## config.mk

```make
export PLATFORM = sky130hd
export DESIGN_NAME = ram_cmd_seq
export DESIGN_NICKNAME = d
export VERILOG_FILES = /design/src/rtl/ram_cmd_seq.sv
export SDC_FILE = /design/constraint.sdc
export NUM_CORES = 1
export LEC_CHECK = 0
export BUFFER_PORTS_ARGS = -buffer_cell sky130_fd_sc_hd__buf_2
export CORE_UTILIZATION = 35
export CTS_BUF_LIST = sky130_fd_sc_hd__clkbuf_4 sky130_fd_sc_hd__clkbuf_8
export DETAILED_ROUTE_END_ITERATION = 12
export PLACE_DENSITY_LB_ADDON = 0.08
export REMOVE_ABC_BUFFERS = 1
export SYNTH_ARGS = -nofsm -noshare
export SYNTH_HDL_FRONTEND = slang
export SYNTH_SLANG_ARGS = --single-unit
```

## constraint.sdc

```tcl
create_clock -name clk -period 2.6 [get_ports clk]
set_input_delay 0.39 -clock clk [delete_from_list [all_inputs] [get_ports clk]]
set_output_delay 0.39 -clock clk [all_outputs]
set_load 0.005 [all_outputs]
```

## src/rtl/ram_cmd_seq.sv

```systemverilog
// ram_cmd_seq
// Command sequencer sitting in front of ram_fsm. Read/write requests are
// buffered in a small FIFO and issued one at a time over the start/rw/addr/
// data_in handshake. Operands stay frozen until the FSM has dropped done.
// Read data comes back on a valid/ready response port. A watchdog abandons
// any operation that never completes and raises a sticky error flag.
//
// Ports:
//   clk, reset_n            clock, asynchronous active-low reset
//   cmd_valid/cmd_ready     command push handshake (cmd_ready = !full)
//   cmd_rw/addr/wdata       command fields (rw: 1 = read, 0 = write)
//   fsm_start               one-cycle start pulse to ram_fsm
//   fsm_rw/addr/data_in     operands to ram_fsm, stable for the whole op
//   fsm_data_out, fsm_done  result and completion from ram_fsm
//   rsp_valid/rsp_ready     read response handshake
//   rsp_data, rsp_addr      read data and the address it came from
//   busy                    sequencer active or commands pending
//   count                   FIFO occupancy
//   err_timeout             sticky watchdog expiry flag
module ram_cmd_seq #(
    parameter int DEPTH   = 4,
    parameter int AW      = 8,
    parameter int DW      = 8,
    parameter int TIMEOUT = 64
) (
    input  logic                   clk,
    input  logic                   reset_n,
    input  logic                   cmd_valid,
    output logic                   cmd_ready,
    input  logic                   cmd_rw,
    input  logic [AW-1:0]          cmd_addr,
    input  logic [DW-1:0]          cmd_wdata,
    output logic                   fsm_start,
    output logic                   fsm_rw,
    output logic [AW-1:0]          fsm_addr,
    output logic [DW-1:0]          fsm_data_in,
    input  logic [DW-1:0]          fsm_data_out,
    input  logic                   fsm_done,
    output logic                   rsp_valid,
    input  logic                   rsp_ready,
    output logic [DW-1:0]          rsp_data,
    output logic [AW-1:0]          rsp_addr,
    output logic                   busy,
    output logic [$clog2(DEPTH):0] count,
    output logic                   err_timeout
);

    localparam int PW = $clog2(DEPTH);
    localparam int CW = PW + 1;
    localparam int WW = $clog2(TIMEOUT);
    localparam int EW = 1 + AW + DW;

    typedef enum logic [2:0] {
        S_IDLE,
        S_ISSUE,
        S_WAIT,
        S_RESP,
        S_RELEASE
    } state_t;

    state_t          state_q, state_d;
    logic [PW-1:0]   wr_ptr_q, wr_ptr_d;
    logic [PW-1:0]   rd_ptr_q, rd_ptr_d;
    logic [CW-1:0]   count_q, count_d;
    logic [WW-1:0]   wd_q, wd_d;
    logic            fsm_start_q, fsm_start_d;
    logic            fsm_rw_q, fsm_rw_d;
    logic [AW-1:0]   fsm_addr_q, fsm_addr_d;
    logic [DW-1:0]   fsm_data_in_q, fsm_data_in_d;
    logic            rsp_valid_q, rsp_valid_d;
    logic [DW-1:0]   rsp_data_q, rsp_data_d;
    logic [AW-1:0]   rsp_addr_q, rsp_addr_d;
    logic            err_timeout_q, err_timeout_d;

    logic [EW-1:0]   fifo_mem_q [DEPTH];
    logic [EW-1:0]   head_entry;
    logic            full;
    logic            empty;
    logic            push;
    logic            pop;

    assign full       = (count_q == CW'(DEPTH));
    assign empty      = (count_q == '0);
    assign push       = cmd_valid && !full;
    assign pop        = (state_q == S_IDLE) && !empty;
    assign head_entry = fifo_mem_q[rd_ptr_q];

    // FIFO storage needs no reset: the pointers and count define which
    // entries are meaningful, so a reset simply forgets the contents.
    always_ff @(posedge clk) begin
        if (push) begin
            fifo_mem_q[wr_ptr_q] <= {cmd_rw, cmd_addr, cmd_wdata};
        end
    end

    // Next-state logic. The operand registers only change on a pop in IDLE,
    // which keeps them frozen from issue until RELEASE hands back to IDLE.
    always_comb begin
        state_d       = state_q;
        wr_ptr_d      = wr_ptr_q;
        rd_ptr_d      = rd_ptr_q;
        count_d       = count_q;
        wd_d          = wd_q;
        fsm_start_d   = 1'b0;
        fsm_rw_d      = fsm_rw_q;
        fsm_addr_d    = fsm_addr_q;
        fsm_data_in_d = fsm_data_in_q;
        rsp_valid_d   = rsp_valid_q;
        rsp_data_d    = rsp_data_q;
        rsp_addr_d    = rsp_addr_q;
        err_timeout_d = err_timeout_q;

        if (push) begin
            wr_ptr_d = wr_ptr_q + PW'(1);
        end
        if (pop) begin
            rd_ptr_d = rd_ptr_q + PW'(1);
        end

        case ({push, pop})
            2'b10:   count_d = count_q + CW'(1);
            2'b01:   count_d = count_q - CW'(1);
            default: count_d = count_q;
        endcase

        case (state_q)
            S_IDLE: begin
                if (pop) begin
                    {fsm_rw_d, fsm_addr_d, fsm_data_in_d} = head_entry;
                    fsm_start_d = 1'b1;
                    state_d     = S_ISSUE;
                end
            end
            S_ISSUE: begin
                wd_d    = '0;
                state_d = S_WAIT;
            end
            S_WAIT: begin
                wd_d = wd_q + WW'(1);
                // A completion in the final watchdog cycle still counts.
                if (fsm_done) begin
                    if (fsm_rw_q) begin
                        rsp_data_d  = fsm_data_out;
                        rsp_addr_d  = fsm_addr_q;
                        rsp_valid_d = 1'b1;
                        state_d     = S_RESP;
                    end else begin
                        state_d = S_RELEASE;
                    end
                end else if (wd_q == WW'(TIMEOUT - 1)) begin
                    err_timeout_d = 1'b1;
                    state_d       = S_RELEASE;
                end
            end
            S_RESP: begin
                if (rsp_ready) begin
                    rsp_valid_d = 1'b0;
                    state_d     = S_RELEASE;
                end
            end
            S_RELEASE: begin
                // Waiting for done to fall stops a level-held done from
                // instantly completing the next command.
                if (!fsm_done) begin
                    state_d = S_IDLE;
                end
            end
            default: begin
                state_d = S_IDLE;
            end
        endcase
    end

    // State and output registers with asynchronous active-low reset.
    always_ff @(posedge clk or negedge reset_n) begin
        if (!reset_n) begin
            state_q       <= S_IDLE;
            wr_ptr_q      <= '0;
            rd_ptr_q      <= '0;
            count_q       <= '0;
            wd_q          <= '0;
            fsm_start_q   <= 1'b0;
            fsm_rw_q      <= 1'b0;
            fsm_addr_q    <= '0;
            fsm_data_in_q <= '0;
            rsp_valid_q   <= 1'b0;
            rsp_data_q    <= '0;
            rsp_addr_q    <= '0;
            err_timeout_q <= 1'b0;
        end else begin
            state_q       <= state_d;
            wr_ptr_q      <= wr_ptr_d;
            rd_ptr_q      <= rd_ptr_d;
            count_q       <= count_d;
            wd_q          <= wd_d;
            fsm_start_q   <= fsm_start_d;
            fsm_rw_q      <= fsm_rw_d;
            fsm_addr_q    <= fsm_addr_d;
            fsm_data_in_q <= fsm_data_in_d;
            rsp_valid_q   <= rsp_valid_d;
            rsp_data_q    <= rsp_data_d;
            rsp_addr_q    <= rsp_addr_d;
            err_timeout_q <= err_timeout_d;
        end
    end

    assign cmd_ready   = !full;
    assign busy        = (state_q != S_IDLE) || !empty;
    assign count       = count_q;
    assign fsm_start   = fsm_start_q;
    assign fsm_rw      = fsm_rw_q;
    assign fsm_addr    = fsm_addr_q;
    assign fsm_data_in = fsm_data_in_q;
    assign rsp_valid   = rsp_valid_q;
    assign rsp_data    = rsp_data_q;
    assign rsp_addr    = rsp_addr_q;
    assign err_timeout = err_timeout_q;

endmodule

```

## Word-level counts from Yosys, hierarchy flattened

Memory sizes are Yosys's and may differ from the RTL's. A register that Yosys moved wholly into a read port is not among the register bits.
Index checks and enable logic that the tools add are counted.

- Bitwise logic cells: 1
- Multiply operators: 0
- Div/mod/pow operators: 0
- Equality and inequality tests: 14
- Mux-type cells: 17
- Shift-type cells: 0
- Order comparisons: 0
- Add/subtract/negate cells: 5
- Reduce and logical (&&, ||, !) cells: 17

Operator list:

| cell | number |
|---|---|
| 2-to-1 mux 3 bit | 6 |
| case mux 3 bit (5 select lines) | 1 |
| case mux 6 bit (2 select lines) | 1 |
| inequality test 2 bit (second input constant) | 5 |
| AND reduction 4 bit | 2 |
| 2-to-1 mux 1 bit | 7 |
| adder 6 x 1 -> 6 bit (second input constant) | 1 |
| equality test 3 x 2 -> 1 bit (second input constant) | 2 |
| equality test 3 bit (second input constant) | 2 |
| equality test 6 bit (second input constant) | 1 |
| zero test 3 bit | 2 |
| case mux 3 bit (2 select lines) | 1 |
| AND reduction 3 bit | 2 |
| nonzero test 2 bit | 3 |
| adder 2 x 1 -> 2 bit (second input constant) | 2 |
| adder 3 x 1 -> 3 bit (second input constant) | 1 |
| equality test 3 x 1 -> 1 bit (second input constant) | 1 |
| zero test 1 bit | 3 |
| inequality test 3 bit (second input constant) | 1 |
| nonzero test 3 bit | 1 |
| subtractor 3 x 1 -> 3 bit (second input constant) | 1 |
| equality test 2 x 1 -> 1 bit (second input constant) | 1 |
| equality test 2 bit (second input constant) | 1 |
| logical AND 1 bit | 2 |
| 4 further kinds | 4 |

- Memory bits (read-only): 0
- RAM bits: 68
- Output and inout bits: 41
- Bits in latches: 0
- Bits in registers: 35
- Word-level logic and storage cells: 65
- Memories kept: 1

Memory list:

| memory | words | bits a word | rd ports | clocked after memory_dff | wr ports | RTL line | text |
|---|---|---|---|---|---|---|---|
| fifo_mem_q | 4 | 17 | 1 | 1 | 1 | 75 | `logic [EW-1:0] fifo_mem_q [DEPTH];` |

## Longest topological paths before layout

- Word-level depth: 5
- Gate-level depth with buffers: 10
- Mapped depth without buffers: 10

## Worst setup path after synthesis

Ideal clock, no wire load.

- Path type: reg-to-reg
- Start point: register state_q[2]
- End point: register count_q[2], in the netlist count[2]
- Data arrival time: 1.913 ns
- Buffers on the path: 1
- Stages on the path, launching flop included: 10
- Period minus slack after synthesis: 1.992 ns
- Setup slack: 0.608 ns
- Data required time: 2.521 ns
- Path through: dfrtp_1 -> nor3_1 -> and2_4 -> buf_6 -> ha_1 -> inv_1 -> fa_1 -> xor2_1 -> nor2_1 -> xor2_1

- Cells in the longest elaborated chain, start to end: 4
- Elaborated cells between the ends (all ways): 6
- Classes of those cells: 2 x eq/ne; 1 x mux; 3 x reduce/logical

Ends and longest elaborated chain:

| item | RTL line | text |
|---|---|---|
| start: declaration | 61 | `state_t state_q, state_d;` |
| start signal: assignment | 191 | `state_q <= state_d;` |
| zero test 3 bit (*) | 85 | `assign pop = (state_q == S_IDLE) && !empty;` |
| logical AND 1 bit (*) | 85 |  |
| equality test 2 x 1 -> 1 bit or equality test 2 bit (tied branches) | 120 | `case ({push, pop})` |
| case mux 3 bit (2 select lines) or nonzero test 2 bit (tied branches) | -- |  |
| end signal: assignment | 194 | `count_q <= count_d;` |
| end: declaration | 64 | `logic [CW-1:0] count_q, count_d;` |

Mark *: on every way between the ends. The rest lies on a longest branch, timed or not.
A chain may end at the register's enable or synchronous reset.

## Worst setup path after layout

- Start point: register count_q[0], in the netlist count[0]
- End point: register count_q[2], in the netlist count[2]

- Cells in the longest elaborated chain, start to end: 5
- Elaborated cells between the ends (all ways): 12
- Classes of those cells: 2 x add/sub; 3 x eq/ne; 1 x mux; 6 x reduce/logical

Ends and longest elaborated chain:

| item | RTL line |
|---|---|
| equality test 3 bit or zero test 3 bit (tied branches) | 82, 83 |
| zero test 1 bit (on tied branches) | 84, 85 |
| logical AND 1 bit (on tied branches) | 84, 85 |
| equality test 2 x 1 -> 1 bit or equality test 2 bit (tied branches) | 120 |
| case mux 3 bit (2 select lines) or nonzero test 2 bit (tied branches) | -- |

Parallel ways exist; a longest one is shown, timed or not.

==> flow_metrics.env <==
export IMPL_cts_inserted_buffers=17
export IMPL_dieArea_um2=14350
export IMPL_relSlewSlack_pct=45.51
export IMPL_ant_nets=0
export IMPL_yosysWarnings=0
export IMPL_wl_per_cell_um=16.58
export IMPL_wl_met2_um=4344
export IMPL_post_route_period_util_pct=82.21
export IMPL_dr_pass1_iters=4
export IMPL_grt_overflow=0
export IMPL_h_tree_depth=4
export IMPL_p_per_area_nw_per_um2=1200
export IMPL_fp_dieH_um=119.8
export IMPL_clock_path_buffers=2
export IMPL_grt_setup_unrepaired="false"
export IMPL_synth_top_area_cell="edfxtp_1"
export IMPL_netlist_instances=276
export IMPL_highest_layer="met4"
export IMPL_die_width_um=119.8
export IMPL_setup_viol=0
export IMPL_worstPathCellList="inv_1, nand3_1, and2_1, inv_1, ha_1, inv_1, fa_1, xor2_1, nor2_1, xor2_1"
export IMPL_startpoint_type="register"
export IMPL_grtUsageTotal_pct=14.41
export IMPL_outcome="finished, final reports clean"
export IMPL_cts_tree="yes"
export IMPL_path_class="reg -> reg"
export IMPL_cts_setup_buffers=0
export IMPL_port_buffer_count=70
export IMPL_dpl_hpwl_um=5851
export IMPL_p_leak_uw=0.002373
export IMPL_peakVddDrop_mv=0.4114
export IMPL_syn_avg_cell_area_um2=17.60
export IMPL_cpPeakStageDelay_ns=0.41
export IMPL_cts_root_buf="clkbuf_8"
export IMPL_area_growth_pct=20.09
export IMPL_initial_core_util_pct=36.25
export IMPL_yosysUniqueCellTypes=41
export IMPL_wl_um=9183
export IMPL_avgViaCountPerCell=4.711
export IMPL_path_buf_inv=3
export IMPL_crit_top_cell="inv_1"
export IMPL_synth_top_area_share_pct=42.04
export IMPL_max_cap_violations=0
export IMPL_layout_commonest_cell="buf_2"
export IMPL_drive_gt1_share_pct=40.21
export IMPL_finClkSkew_ns=0.007240
export IMPL_clock_latency_ns=0.43
export IMPL_crit_fanout=6
export IMPL_nNetsFinal=402
export IMPL_ys_seq_elements=120
export IMPL_gp_congestion=0.7740
export IMPL_n_antenna_cell=0
export IMPL_cts_resized=0
export IMPL_path_clk_slew_ns=0.07
export IMPL_grt_pass1_vias=2779
export IMPL_finalHoldViolCount=0
export IMPL_fmax_mhz=467.9
export IMPL_mostFrequentLayoutCells="buf_2, edfxtp_1, dfrtp_1, mux2_2, clkbuf_8"
export IMPL_seq_area_frac_synth_pct=68.83
export IMPL_slew_viol_final=0
export IMPL_synthTopCellsByArea="edfxtp_1, dfrtp_1, mux4_1"
export IMPL_critPathArrivalTime_ns=2.49
export IMPL_dr_first_iter_drc_count=105
export IMPL_crit_required_ns=2.95
export IMPL_ctsHoldBuffers=0
export IMPL_min_path_type="in -> async"
export IMPL_tightest_slew_ns=0.8173
export IMPL_cp_slowest_cell="dfrtp_1"
export IMPL_std_cell_rows=42
export IMPL_wl_met1_um=4200
export IMPL_cts_sinks=120
export IMPL_fin_crit_ns=2.137
export IMPL_grt_antenna_before_repair=0
export IMPL_syn_area_um2=4857
export IMPL_grt_start_max_net_pins=34
export IMPL_drcViolationCount=0
export IMPL_wl_met3_um=492
export IMPL_total_power_uw=7001
export IMPL_core_area_um2=13400
export IMPL_worst_path_dominant_cell_family="simple AND/OR/NAND/NOR gates"
export IMPL_finalSetupTns_ns=0
export IMPL_num_io_pins=71
export IMPL_grt_pass1_wl_um=14910
export IMPL_end_kind="register"
export IMPL_vias=2610
-- sequential cells by signal, indices dropped and copies added (netlist names), 2 cells and up --
register	count
fifo_mem_q	68
fsm_addr	8
fsm_data_in	8
rsp_addr	8
rsp_data	8
wd_q	6
count	3
state_q	3
rd_ptr_q	2
wr_ptr_q	2
-- final timing paths --
path | start | endpoint | slack (ns) | cells after the start
setup / recovery | count[0] | count[2] | 0.46 | 10
hold / removal | reset_n | fsm_addr[0] | 0.05 | 1
setup reg to reg | count[0] | count[2] | 0.46 | 10
hold reg to reg | rsp_data[2] | rsp_data[2] | 0.48 | 1
max in group asynchronous | reset_n | wd_q[5] | 1.86 | 2
min in group clk | cmd_addr[1] | fifo_mem_q[3][9] | 0.17 | 1
-- layout make-up --
cell class	instances	area, um2
Fill cell	1229	7567
Sequential cell	120	3343
Multi-Input combinational cell	136	1391
Timing Repair Buffer	81	445.4
Clock buffer	22	271.5
Tap cell	176	220.2
Clock inverter	10	127.6
Inverter	9	33.78
-- Yosys cell counts (all sizes together) --
master,count
a21oi,4
nor2b,2
fa,1
mux4,17
ha,6
or2,1
clkbuf,1
xor2,3
o311ai,1
nor2,7
nand3,5
o2bb2ai,1
a31oi,3
a41o,1
edfxtp,68
o22ai,2
o21ai,8
nand2,15
buf,10
xnor2,3
nor3,6
inv,9
and3,4
nand2b,3
or4,1
a22oi,2
and2,2
mux2,34
nand4b,1
dfrtp,52
mux2i,2
or3,1
-- per-stage QoR --
stage | utilization [%] | cell area [um2] | worst slack, ns | std cells | hold slack (ns)
6_report | 43.53 | 5833 | 0.4626 | 554 | 0.05117
5_1_grt | 43.53 | 5833 | 0.2781 | 554 | 0.08598
4_1_cts | 43.53 | 5833 | 0.4534 | 554 | 0.05363
3_5_place_dp | 40.55 | 5434 | 0.4717 | 522 | 0.4718
3_3_place_gp | 40.55 | 5434 | 0.5439 | 522 | 0.4615
2_1_floorplan | - | 4768 | 0.3934 | 265 | 0.09441
-- report_power, final --
part	switching, uW	internal, uW	leakage [uW]
registers	373	2640	0.00125
clock network	702	988	0.000206
logic	1030	1260	0.000913
total	2110	4890	0.00237
-- kinds of logic after synthesis --
group	after synthesis	share of synthesized area [%]
AOI/OAI and AO/OA	22	2.756
xor gates and xnor gates	6	1.082
adders and majority gates	7	1.958
buffers and inverters	20	2.524
DFF	120	68.83
muxes	53	17.72
and+or+nand+nor	48	5.126
-- layer usage --
| layer | track usage, % | vias to the layer above |
|---|---|---|
| li1 | - | 1229 |
| met1 | 17.62 | 1304 |
| met2 | 22.80 | 66 |
| met3 | 5.228 | 11 |
| met4 | 6.563 | 0 |
| met5 | 0 | - |
No activity file was read; power rests on OpenSTA's default activity.
